### src/rtl/gf180mcu_fd_sc_mcu7t5v0__shift_cap_pkg.sv
// Shared definitions for the shift/capture block.
//   WIDTH_DEFAULT : default serial word width
//   state_t       : controller states (IDLE accepts a load, SHIFT streams the
//                   word out while sampling SI, HOLD presents the captured word)
package gf180mcu_fd_sc_mcu7t5v0__shift_cap_pkg;

    localparam int WIDTH_DEFAULT = 8;

    typedef enum logic [1:0] {
        ST_IDLE  = 2'd0,
        ST_SHIFT = 2'd1,
        ST_HOLD  = 2'd2
    } state_t;

endpackage

### src/rtl/gf180mcu_fd_sc_mcu7t5v0__shift_cap_sreg.sv
// Shift register and shift counter.
//   clk, rst  : clock, synchronous active-high reset (clears word and count)
//   load      : parallel load of ld_data, count restarts at 0
//   shift     : shift right one place, si enters at the MSB
//   ld_data   : parallel word to load
//   si        : serial input bit
//   sreg      : current register contents (bit 0 is the next bit out)
//   cnt_last  : high while the count sits at WIDTH-1 (final shift cycle)
module gf180mcu_fd_sc_mcu7t5v0__shift_cap_sreg
    import gf180mcu_fd_sc_mcu7t5v0__shift_cap_pkg::*;
#(
    parameter int WIDTH = WIDTH_DEFAULT
) (
    input  logic             clk,
    input  logic             rst,
    input  logic             load,
    input  logic             shift,
    input  logic [WIDTH-1:0] ld_data,
    input  logic             si,
    output logic [WIDTH-1:0] sreg,
    output logic             cnt_last
);

    localparam int            CW      = $clog2(WIDTH + 1);
    localparam logic [CW-1:0] CNT_MAX = CW'(WIDTH - 1);

    logic [CW-1:0] cnt;

    always_ff @(posedge clk) begin
        if (rst) begin
            sreg <= '0;
            cnt  <= '0;
        end else if (load) begin
            sreg <= ld_data;
            cnt  <= '0;
        end else if (shift) begin
            sreg <= {si, sreg[WIDTH-1:1]};
            // Saturate at the last index; the controller leaves SHIFT on
            // this edge, so the count never needs to wrap.
            if (!cnt_last) begin
                cnt <= cnt + 1'b1;
            end
        end
    end

    assign cnt_last = (cnt == CNT_MAX);

endmodule

### src/rtl/gf180mcu_fd_sc_mcu7t5v0__shift_cap.sv
// Serializer/deserializer around an external flop chain: a parallel word is
// loaded, shifted out LSB first on SO for exactly WIDTH cycles while SI is
// shifted in, and the captured word is then held until the consumer takes it.
//   CLK, RST   : clock, synchronous active-high reset
//   LD_VALID/LD_READY/LD_DATA    : load handshake and word to serialize
//   SO, SHIFT_EN                 : serial out and shift strobe to the chain
//   SI                           : serial in from the chain
//   CAP_VALID/CAP_READY/CAP_DATA : captured word handshake
module gf180mcu_fd_sc_mcu7t5v0__shift_cap
    import gf180mcu_fd_sc_mcu7t5v0__shift_cap_pkg::*;
#(
    parameter int WIDTH = WIDTH_DEFAULT
) (
    input  logic             CLK,
    input  logic             RST,
    input  logic             LD_VALID,
    output logic             LD_READY,
    input  logic [WIDTH-1:0] LD_DATA,
    output logic             SO,
    output logic             SHIFT_EN,
    input  logic             SI,
    output logic             CAP_VALID,
    input  logic             CAP_READY,
    output logic [WIDTH-1:0] CAP_DATA
);

    state_t           state;
    state_t           state_nxt;
    logic [WIDTH-1:0] sreg;
    logic             cnt_last;
    logic             ld_fire;
    logic             cap_fire;

    // Outputs are gated by RST so everything reads 0 while reset is held,
    // even though the state itself only clears on the next edge.
    assign LD_READY  = (state == ST_IDLE)  & ~RST;
    assign SHIFT_EN  = (state == ST_SHIFT) & ~RST;
    assign CAP_VALID = (state == ST_HOLD)  & ~RST;
    assign SO        = SHIFT_EN & sreg[0];
    assign CAP_DATA  = CAP_VALID ? sreg : '0;

    assign ld_fire  = LD_VALID & LD_READY;
    assign cap_fire = CAP_VALID & CAP_READY;

    always_comb begin
        state_nxt = state;
        unique case (state)
            ST_IDLE:  if (ld_fire)  state_nxt = ST_SHIFT;
            ST_SHIFT: if (cnt_last) state_nxt = ST_HOLD;
            ST_HOLD:  if (cap_fire) state_nxt = ST_IDLE;
            default:  state_nxt = ST_IDLE;
        endcase
    end

    always_ff @(posedge CLK) begin
        if (RST) begin
            state <= ST_IDLE;
        end else begin
            state <= state_nxt;
        end
    end

    gf180mcu_fd_sc_mcu7t5v0__shift_cap_sreg #(
        .WIDTH (WIDTH)
    ) u_sreg (
        .clk      (CLK),
        .rst      (RST),
        .load     (ld_fire),
        .shift    (SHIFT_EN),
        .ld_data  (LD_DATA),
        .si       (SI),
        .sreg     (sreg),
        .cnt_last (cnt_last)
    );

endmodule

### config.mk
export PLATFORM = sky130hd
export DESIGN_NAME = gf180mcu_fd_sc_mcu7t5v0__shift_cap
export DESIGN_NICKNAME = d
export VERILOG_FILES = /design/src/rtl/gf180mcu_fd_sc_mcu7t5v0__shift_cap_pkg.sv /design/src/rtl/gf180mcu_fd_sc_mcu7t5v0__shift_cap_sreg.sv /design/src/rtl/gf180mcu_fd_sc_mcu7t5v0__shift_cap.sv
export SDC_FILE = /design/constraint.sdc
export NUM_CORES = 1
export LEC_CHECK = 0
export ABC_AREA = 1
export CORE_ASPECT_RATIO = 0.7
export CORE_MARGIN = 1.5
export CORE_UTILIZATION = 45
export CTS_BUF_LIST = sky130_fd_sc_hd__clkbuf_8
export CTS_CLUSTER_DIAMETER = 40
export CTS_CLUSTER_SIZE = 30
export DETAILED_ROUTE_END_ITERATION = 7
export GPL_TIMING_DRIVEN = 1
export HOLD_SLACK_MARGIN = 0.12
export PLACE_DENSITY = 0.85
export SLEW_MARGIN = 20
export SYNTH_ARGS = -nofsm -noshare
export SYNTH_HDL_FRONTEND = slang
export SYNTH_SLANG_ARGS = --single-unit
### constraint.sdc
create_clock -name CLK -period 1.05 [get_ports CLK]
set_input_delay 0.105 -clock CLK [delete_from_list [all_inputs] [get_ports CLK]]
set_output_delay 0.105 -clock CLK [all_outputs]
set_load 0.03 [all_outputs]
==> results.json, run 1 <==
{
  "io_pins": 25,
  "synth.distinct_cells": 24,
  "path_buf_inv": 3,
  "relSlewSlack_pct": 82.0,
  "dr_wl_met2_mm": 2.15,
  "fp.dieW_um": 58.7,
  "die_h_um": 42.0,
  "via_per_inst": 6.42,
  "cp_num_cells": 6,
  "core_area_sq_mm": 0.00195,
  "hold_class": "in2reg",
  "cts-root-buf": "clkbuf_8",
  "syn_nets": 148,
  "post-route-util_pct": 89.9,
  "clk_pin_slew_ns": 0.07,
  "n_antenna_cell": 0,
  "row_count": 13,
  "fp.dieArea_sq_mm": 0.00246,
  "wl_met3_um": 539,
  "cts_tree": "done",
  "cp_max_fo": 5,
  "worstPathCellList": "inv_6 -> nor2_4 -> buf_12 -> nand2_8 -> nor2_4 -> buf_6",
  "nNetsFinal": 200,
  "ys_ff_latch": 14,
  "drt_iter0_markers": 127,
  "syn_to_final_growth_pct": 79.7,
  "antenna_found_initial": 0,
  "drive_gt1_share_pct": 54.1,
  "num_vias": 1328,
  "cts_sinks": 14,
  "max_slew.worst_pin.slew_ns": 0.270,
  "drv_slew": 0,
  "cp.arrival_ns": 1.26,
  "firstDrtPassIters": 5,
  "yosys_warnings": 0,
  "drt_wl_total_mm": 4.80,
  "synth_area_sq_um": 976,
  "clock_path_buffers": 2,
  "cp_top_family": "flip-flops",
  "drv_cap": 0,
  "status": "complete, but fails checks",
  "cts_hold_buf": 0,
  "cp-start-kind": "flop",
  "place.gp.congestion": 0.785,
  "worstSetupPathType": "reg2out",
  "wl_per_cell_um": 23.2,
  "place_hpwl_mm": 2.09,
  "fin_setup_tns_ns": -6.33,
  "slowest_stage": "dfxtp_4",
  "seq_area_frac_synth_pct": 28.7,
  "rsz0062_at_grt": "true",
  "grt_max_degree": 15,
  "violations": "negative setup slack",
  "routed.top_layer": "met4",
  "fillCellCount": 76,
  "synth_cells": 134,
  "final-hold-violation-count": 0,
  "grt_pass1_vias": 1276,
  "layout_min_cycle_time_ns": 1.36,
  "r2r_cells": 6,
  "peakVddDrop_uv": 994,
  "io_buffers": 24,
  "h-tree-depth": 1,
  "met1_length_mm": 1.81,
  "numCtsBuffers": 3,
  "final_antenna_net_count": 0,
  "hold_depth": 3,
  "endpoint_kind": "primary output",
  "synth.avg_cell_area_sq_um": 7.28,
  "fin_skew_ns": 0.00344,
  "remaining_drc_errors": 0,
  "cp_common_cell": "nor2_4",
  "post-route-period-util_pct": 130,
  "timing.fmax_ghz": 0.735,
  "initial_core_util_pct": 50.0,
  "grt_usage_pct": 36.7,
  "critical_path.max_stage_delay_ns": 0.39,
  "overflow": 0,
  "setup_viol": 26,
  "clock_latency_ns": 0.26,
  "setup_slack_ns": -0.311,
  "p_leak_nw": 0.705,
  "grt_first_pass_wirelength_mm": 6.49,
  "crit_required_ns": 0.94,
  "power.density_mw_per_mm2": 982
}
-- path summary, 6_finish.rpt --
path                                                   from                           to  slack, ns
worst max register to register        state[1]$_SDFFE_PP0P_  u_sreg.sreg[6]$_SDFFE_PP0P_      -0.27
worst max-delay path                  state[1]$_SDFFE_PP0P_                  CAP_DATA[0]      -0.31
worst min-delay path                                    RST  u_sreg.sreg[2]$_SDFFE_PP0P_       0.38
worst min register to register  u_sreg.sreg[0]$_SDFFE_PP0P_  u_sreg.sreg[0]$_SDFFE_PP0P_       0.50
-- per-stage QoR --
| step | worst slack (ns) | instances | total power [mW] | cell area (sq um) | hold WS (ns) |
|---|---|---|---|---|---|
| floorplan | -0.0531 | 134 | 0.874 | 1090 | 0.255 |
| global placement | -0.267 | 189 | 0.985 | 1400 | 0.467 |
| detailed placement | -0.329 | 189 | 1.00 | 1400 | 0.482 |
| CTS | -0.304 | 204 | 1.60 | 1640 | 0.489 |
| global route | -0.345 | 207 | 1.75 | 1750 | 0.385 |
| finish | -0.311 | 207 | 1.72 | 1750 | 0.376 |
-- cell usage in the layout (no fill, tap or decap), drive strengths merged --
cell / count
buf: 39
nand2: 35
inv: 21
nand4: 17
dfxtp: 14
nor2: 13
a21oi: 12
nand3: 12
clkdlybuf4s50: 11
clkbuf: 4
nor3: 1
clkinvlp: 1
o21a: 1
xor2: 1
or2: 1
ha: 1
dlymetal6s2s: 1
-- report_power, final --
part	total [mW]	switching, mW	leakage, nW	internal (mW)
Sequential	0.614	0.0504	0.116	0.564
Combinational	0.537	0.315	0.560	0.222
Clock	0.571	0.237	0.0288	0.334
-- registers in the layout, summed over array words and instances (netlist names) --
| name | count |
|---|---|
| u_sreg.sreg | 8 |
| u_sreg.cnt | 4 |
| state | 2 |
-- metal layers --
metal | track usage (%) | vias up
met1 | 43.8 | 619
li1 | - | 549
met2 | 56.2 | 124
met4 | 24.1 | 0
met5 | 0 | -
met3 | 11.2 | 36
-- cell families after synthesis --
logic type | share of synthesized area (%)
xor+xnor | 0.898
compound gates | 10.0
flops | 28.7
fa+ha+maj | 1.28
buf+inv | 13.6
simple gates | 45.5
-- synth_stat cells (all sizes together) --
master | count | share of area, %
nand3 | 11 | 11
inv | 21 | 8.6
ha | 1 | 1.3
o21a | 1 | 0.77
or2 | 1 | 0.64
clkbuf | 1 | 0.51
clkinv | 1 | 0.38
a21oi | 12 | 9.2
dfxtp | 14 | 29
nand4 | 17 | 11
xor2 | 1 | 0.90
buf | 5 | 4.1
nor2 | 13 | 6.5
nor3 | 1 | 0.51
nand2 | 34 | 16
-- what timing repair did --
| action | CTS | global route |
|---|---|---|
| setup buffers | 9 | 3 |
| hold endpoints to repair | 0 | 0 |
| gates resized for setup | 20 | 22 |
| gates cloned | 2 | 0 |
| setup endpoints to repair | 25 | 26 |
| pin swaps | 7 | 6 |
-- cell type report --
cell class / count / area (sq um) / area share, %
inverters: 22 / 98.8 / 5.63
clock buffers: 4 / 55.1 / 3.14
multi-input cells: 94 / 761 / 43.4
repair buffers: 51 / 524 / 29.9
flip-flops and latches: 14 / 288 / 16.4
well taps: 22 / 27.5 / 1.57
-- worst min-delay path, cell delays in order --
cell and delay [ns]:
dlymetal6s2s_1 0.16, buf_4 0.28, a21oi_2 0.05
(Power assumes the default switching activity.)
==> inputs of run 2 (changes only) <==
--- a/config.mk
+++ b/config.mk
@@ -16,7 +16,6 @@
 export GPL_TIMING_DRIVEN = 1
 export HOLD_SLACK_MARGIN = 0.12
 export PLACE_DENSITY = 0.85
-export SLEW_MARGIN = 20
 export SYNTH_ARGS = -nofsm -noshare
 export SYNTH_HDL_FRONTEND = slang
 export SYNTH_SLANG_ARGS = --single-unit
==> results of run 2 <==
No change in the layout: final DEF, timing and power equal those of run 1.
